`config.mk`:
```
export PLATFORM = sky130hd
export DESIGN_NAME = fpu_rr_scheduler
export DESIGN_NICKNAME = d
export VERILOG_FILES = /design/src/rtl/fpu_rr_scheduler.sv
export SDC_FILE = /design/constraint.sdc
export NUM_CORES = 1
export LEC_CHECK = 0
export CAP_MARGIN = 20
export CORE_MARGIN = 8
export CORE_UTILIZATION = 31
export DETAILED_ROUTE_END_ITERATION = 12
export GPL_ROUTABILITY_DRIVEN = 0
export GPL_TIMING_DRIVEN = 0
export PLACE_DENSITY = 0.83
export SYNTH_ARGS = -nofsm -noshare
export SYNTH_HDL_FRONTEND = slang
export SYNTH_SLANG_ARGS = --single-unit
export TNS_END_PERCENT = 5
```
`constraint.sdc`:
```
create_clock -name clk -period 2 [get_ports clk]
set_input_delay 0.4 -clock clk [delete_from_list [all_inputs] [get_ports clk]]
set_output_delay 0.4 -clock clk [all_outputs]
set_load 0.05 [all_outputs]
```
`src/rtl/fpu_rr_scheduler.sv`:
```
`default_nettype none
// ============================================================================
// Module  : fpu_rr_scheduler
// Brief   : Round-robin sharing of one combinational bfloat16 FPU among NREQ
//           requesters, with a tagged valid/ready response channel.
// Revision: 1.0
// ============================================================================
module fpu_rr_scheduler #(
  parameter int NREQ = 4,
  parameter int IDW  = 2
) (
  input  logic                 clk,
  input  logic                 rst,
  input  logic [NREQ-1:0]      req_valid_i,
  input  logic [4*NREQ-1:0]    req_op_i,
  input  logic [16*NREQ-1:0]   req_a_i,
  input  logic [16*NREQ-1:0]   req_b_i,
  output logic [NREQ-1:0]      req_ready_o,
  output logic                 resp_valid_o,
  input  logic                 resp_ready_i,
  output logic [IDW-1:0]       resp_id_o,
  output logic [15:0]          resp_data_o,
  output logic                 resp_overflow_o,
  output logic                 resp_err_o,
  output logic [3:0]           fpu_op_o,
  output logic [15:0]          fpu_in1_o,
  output logic [15:0]          fpu_in2_o,
  input  logic [15:0]          fpu_out_i,
  input  logic                 fpu_overflow_i
);

  localparam logic [15:0] c_qnan = 16'h7FC0;

  typedef enum logic [1:0] {
    IDLE = 2'd0,
    EXEC = 2'd1,
    RESP = 2'd2
  } state_t;

  state_t         r_state;
  state_t         w_state_nxt;
  logic [IDW-1:0] r_ptr;
  logic [IDW-1:0] r_id;
  logic [3:0]     r_op;
  logic [15:0]    r_a;
  logic [15:0]    r_b;
  logic [15:0]    r_data;
  logic           r_ovf;
  logic           r_err;
  logic [IDW-1:0] w_win;
  logic           w_any;
  logic           w_grant;
  logic           w_op_onehot;

  function automatic logic [IDW-1:0] wrap_idx(input int s);
    return (s >= NREQ) ? IDW'(s - NREQ) : IDW'(s);
  endfunction

  // Scan starting at the pointer; the first valid requester wins.
  always_comb begin
    w_any = 1'b0;
    w_win = '0;
    for (int k = 0; k < NREQ; k++) begin
      if (!w_any && req_valid_i[wrap_idx(int'(r_ptr) + k)]) begin
        w_any = 1'b1;
        w_win = wrap_idx(int'(r_ptr) + k);
      end
    end
  end

  // Grant is suppressed during reset so no requester sees a phantom accept.
  assign w_grant     = (r_state == IDLE) && w_any && !rst;
  assign w_op_onehot = $onehot(r_op);

  always_comb begin
    w_state_nxt = r_state;
    req_ready_o = '0;
    fpu_op_o    = 4'b0000;
    case (r_state)
      IDLE: begin
        if (w_grant) begin
          req_ready_o[w_win] = 1'b1;
          w_state_nxt        = EXEC;
        end
      end
      EXEC: begin
        fpu_op_o    = r_op;
        w_state_nxt = RESP;
      end
      RESP: begin
        if (resp_ready_i) w_state_nxt = IDLE;
      end
      default: w_state_nxt = IDLE;
    endcase
  end

  always_ff @(posedge clk) begin
    if (rst) begin
      r_state <= IDLE;
      r_ptr   <= '0;
      r_id    <= '0;
      r_op    <= 4'b0000;
      r_a     <= 16'h0000;
      r_b     <= 16'h0000;
      r_data  <= 16'h0000;
      r_ovf   <= 1'b0;
      r_err   <= 1'b0;
    end else begin
      r_state <= w_state_nxt;
      if (w_grant) begin
        r_ptr <= (w_win == IDW'(NREQ - 1)) ? '0 : w_win + 1'b1;
        r_id  <= w_win;
        r_op  <= req_op_i[4*w_win +: 4];
        r_a   <= req_a_i[16*w_win +: 16];
        r_b   <= req_b_i[16*w_win +: 16];
      end
      // Non-one-hot ops return a quiet NaN regardless of what the FPU produced.
      if (r_state == EXEC) begin
        r_err  <= !w_op_onehot;
        r_data <= w_op_onehot ? fpu_out_i : c_qnan;
        r_ovf  <= w_op_onehot & fpu_overflow_i;
      end
    end
  end

  assign resp_valid_o    = (r_state == RESP);
  assign resp_id_o       = r_id;
  assign resp_data_o     = r_data;
  assign resp_overflow_o = r_ovf;
  assign resp_err_o      = r_err;
  assign fpu_in1_o       = r_a;
  assign fpu_in2_o       = r_b;

endmodule
`default_nettype wire

```
==> results.sh, run 1 <==
export IMPL_io_pins=229
export IMPL_vias_per_cell=4.842
export IMPL_ant_nets=0
export IMPL_drv_slew=0
export IMPL_worstSetupPathType="primary input to primary output"
export IMPL_cp_start_kind="primary input"
export IMPL_drv_cap=0
export IMPL_ys_seq_area_share_pct=38.28
export IMPL_dp_final_hpwl_mm=10.48
export IMPL_cts_buffers=9
export IMPL_syn_avg_cell_area_um2=9.655
export IMPL_p_leak_uw=0.002374
export IMPL_crit_path_end_kind="primary output"
export IMPL_post_route_min_period_ns=2.147
export IMPL_crit_fanout=10
export IMPL_synth_yosys_warnings=0
export IMPL_grt_antenna_before_repair=0
export IMPL_critPathSlowestCell="o32a_1"
export IMPL_firstDrtPassIters=4
export IMPL_die_y_um=116.6
export IMPL_power_density_mw_per_mm2=907.1
export IMPL_hold_viol=0
export IMPL_max_vdd_ir_drop_uv=621.6
export IMPL_r2r_setup_slack_ns=-0.06
export IMPL_synthCells=325
export IMPL_routed_wl_mm=13.09
export IMPL_cts_sinks=60
export IMPL_seqCellArea_mm2=0.001211
export IMPL_relSlewSlack_pct=63.42
export IMPL_max_freq_mhz=465.8
export IMPL_routedWlPerCell_um=18.41
export IMPL_htreeDepth=3
export IMPL_fin_nets=746
export IMPL_clockBufferDepth=2
export IMPL_slowest_delay_ns=0.26
export IMPL_initialDrtViolationCount=166
export IMPL_tns_ns=-0.7670
export IMPL_num_vias=3443
export IMPL_final_area_mm2=0.006042
export IMPL_hp_class="flop to flop"
export IMPL_clockRootBuffer="clkbuf_8"
export IMPL_dieArea_mm2=0.01360
export IMPL_fp_coreArea_mm2=0.009819
export IMPL_grt_first_pass_wirelength_mm=19.42
export IMPL_drive_gt1_share_pct=16.61
export IMPL_cts_tree="done"
export IMPL_fin_skew_ns=0.007692
export IMPL_final_common_cell="clkdlybuf4s50_1"
export IMPL_final_cell_mix="clkdlybuf4s50_1, mux2i_1, dfxtp_1"
export IMPL_syn_cell_area_mm2=0.003138
export IMPL_track_usage_pct=18.35
export IMPL_die_x_um=116.6
export IMPL_rows=36
export IMPL_num_antenna_cells=0
export IMPL_path_buf_inv=4
export IMPL_rsz0062_at_grt="true"
export IMPL_initial_utilization_pct=31.96
export IMPL_cp_required_ns=1.60
export IMPL_critical_path_most_common_cell="buf_6"
export IMPL_tightest_slew_ns=0.5470
export IMPL_multi_input_area_mm2=0.001853
export IMPL_syn_to_final_growth_pct=92.54
export IMPL_post_route_period_util_pct=107.3
export IMPL_finalSetupViolations=14
export IMPL_ys_ff_latch=60
export IMPL_p_total_uw=5481
export IMPL_port_buffers=228
export IMPL_fillCellCount=871
export IMPL_grt_max_degree=14
export IMPL_grt_pass1_vias=3755
export IMPL_clkTransAtPathRegs_ns=0.07
export IMPL_status="complete, but fails checks"
export IMPL_worst_slack_ns=-0.1467
export IMPL_fin_hold_ws_ns=0.4484
export IMPL_arrival_ns=1.75
export IMPL_cp_top_family="buffers and inverters"
export IMPL_clock_latency_ns=0.34
export IMPL_overflow=0
export IMPL_path_cells="clkdlybuf4s15_2, nor2b_4, buf_4, nor2_1, o32a_1, nand2_2, buf_6, nor2_4, buf_6"
export IMPL_route_detailed_drc=0
export IMPL_syn_nets=497
export IMPL_synthDistinctLibCells=32
export IMPL_violations="setup timing"
export IMPL_placed_cell_area_mm2=0.005612
export IMPL_postLayoutCoreUtil_pct=61.53
## per-stage QoR
step / worst slack [ns] / instances
6_report: -0.1467 / 711
5_1_grt: -0.2463 / 711
4_1_cts: -0.2133 / 708
3_5_place_dp: -1.426 / 686
3_3_place_gp: -1.350 / 686
2_1_floorplan: -0.03099 / 325
## flip-flops by register name, indices dropped and copies added, names as in the netlist
signal,flops
resp_overflow_o,1
fpu_in1_o,16
fpu_in2_o,16
r_ptr,2
resp_data_o,16
resp_err_o,1
resp_id_o,2
r_state,2
r_op,4
## worst paths after layout
path | from | endpoint | depth (start not counted)
min | resp_id_o[1] | resp_id_o[1] | 2
min reg2reg | resp_id_o[1] | resp_id_o[1] | 2
max reg2reg | r_op[0] | resp_data_o[15] | 10
max | req_valid_i[0] | req_ready_o[2] | 9
## tightest hold or removal path, cell delays in order, from the launching register on
cell	delay (ns)
dfxtp_1	0.31
nand2_1	0.05
nand2_1	0.04
## cell type report
class	instances	share of cell area, %
clock buffer	11	2.506
tap	133	2.754
clock inverter	4	1.201
timing repair buffer	241	39.14
buffer	23	3.313
sequential	60	20.05
multi-input combinational	233	30.67
inverter	6	0.3727
## kinds of logic after synthesis
kind of cell / synth area share (%)
AOI/OAI and AO/OA: 15.07
adders and majority gates: 1.834
buffers and inverters: 6.858
DFF: 38.28
muxes: 23.29
and+or+nand+nor: 14.67
## cells in the mapped netlist
library cell	number	area share [%]
a21boi_1	1	0.24
dfxtp_1	60	38
nor2b_2	1	0.28
clkbuf_1	7	0.84
nor3b_1	1	0.24
nand3_1	1	0.16
nor2_2	2	0.40
o32a_1	1	0.32
inv_1	6	0.72
o221ai_1	32	8.9
nand2b_4	1	0.44
clkbuf_4	1	0.24
buf_2	6	0.96
buf_6	7	2.5
and2_1	2	0.40
nand2b_1	2	0.40
fa_1	1	0.64
mux2i_1	73	23
ha_1	3	1.2
a21oi_1	2	0.32
buf_4	4	0.96
nand2_1	41	4.9
o41ai_4	1	0.88
buf_12	1	0.64
and3_1	1	0.20
nor2_1	36	4.3
nor2b_1	6	1.2
o22a_1	1	0.28
a221oi_1	1	0.28
o221ai_2	4	1.9
nor3_1	11	1.8
a22oi_1	8	1.9
## metal layers
metal	wire, µm	GRT usage [%]	vias to the layer above	share of wire [%]
met5	0	0	-	0
met4	76	3.498	0	0.58
met3	1369	8.221	8	10
met2	6730	34.13	135	51
met1	4917	18.58	1619	38
li1	-	-	1681	-
## report_power, final
| group | internal, µW | switching (µW) | leakage, µW |
|---|---|---|---|
| registers | 1420 | 125 | 0.000497 |
| clock network | 761 | 477 | 0.000111 |
| logic | 1200 | 1490 | 0.00177 |
## timing repair
item,4_1_cts,5_1_grt
buffers inserted,8,5
pin swaps,4,8
endpoints found under the setup margin,54,46
hold buffers,0,0
gates resized for setup,104,20
(Power assumes the default switching activity.)
==> inputs of run 2 (changes only) <==
--- a/config.mk
+++ b/config.mk
@@ -12,6 +12,7 @@
 export GPL_ROUTABILITY_DRIVEN = 0
 export GPL_TIMING_DRIVEN = 0
 export PLACE_DENSITY = 0.83
+export RECOVER_POWER = 25
 export SYNTH_ARGS = -nofsm -noshare
 export SYNTH_HDL_FRONTEND = slang
 export SYNTH_SLANG_ARGS = --single-unit
==> results of run 2 <==
The final DEF is identical to that of run 1; final timing and power are the same.
==> inputs of run 3 (changes only) <==
--- a/config.mk
+++ b/config.mk
@@ -6,12 +6,13 @@
 export NUM_CORES = 1
 export LEC_CHECK = 0
 export CAP_MARGIN = 20
+export CORE_ASPECT_RATIO = 0.75
 export CORE_MARGIN = 8
 export CORE_UTILIZATION = 31
 export DETAILED_ROUTE_END_ITERATION = 12
 export GPL_ROUTABILITY_DRIVEN = 0
 export GPL_TIMING_DRIVEN = 0
-export PLACE_DENSITY = 0.83
+export PLACE_DENSITY = 0.77
 export RECOVER_POWER = 25
 export SYNTH_ARGS = -nofsm -noshare
 export SYNTH_HDL_FRONTEND = slang
==> results.sh, run 3 (synthesis gave the netlist of run 1 again) <==
export IMPL_tns_ns=-1.001
export IMPL_cts_sinks=60
export IMPL_final_common_cell="clkdlybuf4s50_1"
export IMPL_power_density_mw_per_mm2=974.6
export IMPL_route_detailed_drc=0
export IMPL_worstSetupPathType="flop to primary output"
export IMPL_die_x_um=132.2
export IMPL_cts_tree="done"
export IMPL_routed_wl_mm=13.87
export IMPL_hold_viol=0
export IMPL_cp_required_ns=1.60
export IMPL_rows=31
export IMPL_final_area_mm2=0.006153
export IMPL_grt_max_degree=11
export IMPL_cp_start_kind="flop"
export IMPL_grt_first_pass_wirelength_mm=20.62
export IMPL_tightest_slew_ns=0.5694
export IMPL_routedWlPerCell_um=19.56
export IMPL_fp_coreArea_mm2=0.009736
export IMPL_clkTransAtPathRegs_ns=0.05
export IMPL_grt_pass1_vias=3808
export IMPL_clockBufferDepth=2
export IMPL_drv_slew=0
export IMPL_post_route_period_util_pct=110.0
export IMPL_violations="setup timing"
export IMPL_final_cell_mix="clkdlybuf4s50_1, mux2i_1, dfxtp_1"
export IMPL_htreeDepth=3
export IMPL_finalSetupViolations=12
export IMPL_hp_class="flop to flop"
export IMPL_cts_buffers=9
export IMPL_fin_nets=744
export IMPL_dp_final_hpwl_mm=10.92
export IMPL_fin_skew_ns=0.004906
export IMPL_port_buffers=228
export IMPL_drive_gt1_share_pct=16.29
export IMPL_initial_utilization_pct=32.23
export IMPL_syn_to_final_growth_pct=96.09
export IMPL_p_total_uw=5997
export IMPL_sw_frac_of_total_pct=36.53
export IMPL_status="complete, but fails checks"
export IMPL_track_usage_pct=19.36
export IMPL_num_vias=3481
export IMPL_die_y_um=103.1
export IMPL_placed_cell_area_mm2=0.005610
export IMPL_clockRootBuffer="clkbuf_16"
export IMPL_ant_nets=0
export IMPL_io_pins=229
export IMPL_crit_fanout=3
export IMPL_drv_cap=0
export IMPL_grt_antenna_before_repair=0
export IMPL_worst_slack_ns=-0.2010
export IMPL_p_int_uw=3806
export IMPL_crit_path_end_kind="primary output"
export IMPL_max_vdd_ir_drop_uv=551.5
export IMPL_relSlewSlack_pct=61.92
export IMPL_p_seq_share_pct=25.8
export IMPL_rsz0062_at_grt="true"
export IMPL_firstDrtPassIters=4
export IMPL_dieArea_mm2=0.01363
export IMPL_max_freq_mhz=454.3
export IMPL_clkPwrFrac_pct=28.8
export IMPL_clock_latency_ns=0.32
export IMPL_combinationalPowerShare_pct=45.4
export IMPL_initialDrtViolationCount=124
export IMPL_num_antenna_cells=0
export IMPL_overflow=0
export IMPL_vias_per_cell=4.910
export IMPL_post_route_min_period_ns=2.201
export IMPL_arrival_ns=1.80
export IMPL_p_leak_uw=0.002442
export IMPL_p_sw_uw=2190
[run 3: final cells by class]
| cell class | instances | area [µm²] |
|---|---|---|
| fillers | 802 | 3582 |
| repair buffers | 238 | 2345 |
| multi-input cells | 233 | 1858 |
| flip-flops and latches | 60 | 1210 |
| clock buffers | 13 | 270.3 |
| plain buffers | 24 | 215.2 |
| well taps | 132 | 165.2 |
| clock inverters | 3 | 67.56 |
| inverters | 6 | 22.52 |
[run 3: what timing repair did]
action / 4_1_cts / 5_1_grt
pin swaps: 7 / 4
cloned: 0 / 0
endpoints found under the setup margin: 61 / 29
resized for setup: 83 / 36
hold endpoints to repair: 0 / 0
hold buffers: 0 / 0
buffers inserted: 8 / 2
[run 3: stage by stage]
stage | utilization (%) | instances | worst slack [ns] | hold slack, ns
2_1_floorplan | - | 325 | -0.03099 | 0.4326
3_3_place_gp | 57.63 | 685 | -1.348 | 0.4310
3_5_place_dp | 57.63 | 685 | -1.439 | 0.4457
4_1_cts | 62.82 | 709 | -0.2532 | 0.4525
5_1_grt | 63.21 | 709 | -0.2336 | 0.4632
6_report | 63.21 | 709 | -0.2010 | 0.4539
[run 3: path summary, 6_finish.rpt]
path | end | cells past startpoint | startpoint | slack, ns
worst min register to register | resp_id_o[1] | 2 | resp_id_o[1] | 0.45
worst max register to register | resp_overflow_o | 10 | r_op[0] | -0.07
worst min-delay path | resp_id_o[1] | 2 | resp_id_o[1] | 0.45
worst max-delay path | req_ready_o[3] | 7 | r_ptr[0] | -0.20
[run 3: worst max-delay path, cell delays in order, from the launching register on]
cell     delay [ns]
dfxtp_4        0.38
nor2b_4        0.05
buf_6          0.11
o32a_1         0.36
buf_4          0.16
ha_4           0.15
and2_4         0.13
buf_8          0.14
[run 3: per-layer routing]
| layer | routed length, µm | global-route usage, % |
|---|---|---|
| met2 | 6852 | 35.31 |
| met5 | 0 | 0 |
| met3 | 1218 | 7.838 |
| met1 | 5625 | 20.77 |
| met4 | 168 | 4.783 |
[run 3: power groups by stage]
stage	Sequential [µW]	Combinational, µW	Clock, µW
global route	1570	2870	1810
detailed placement	1560	2590	0
finish	1550	2720	1730
CTS	1540	2710	1760
global placement	1540	2550	0
floorplan	2190	961	0
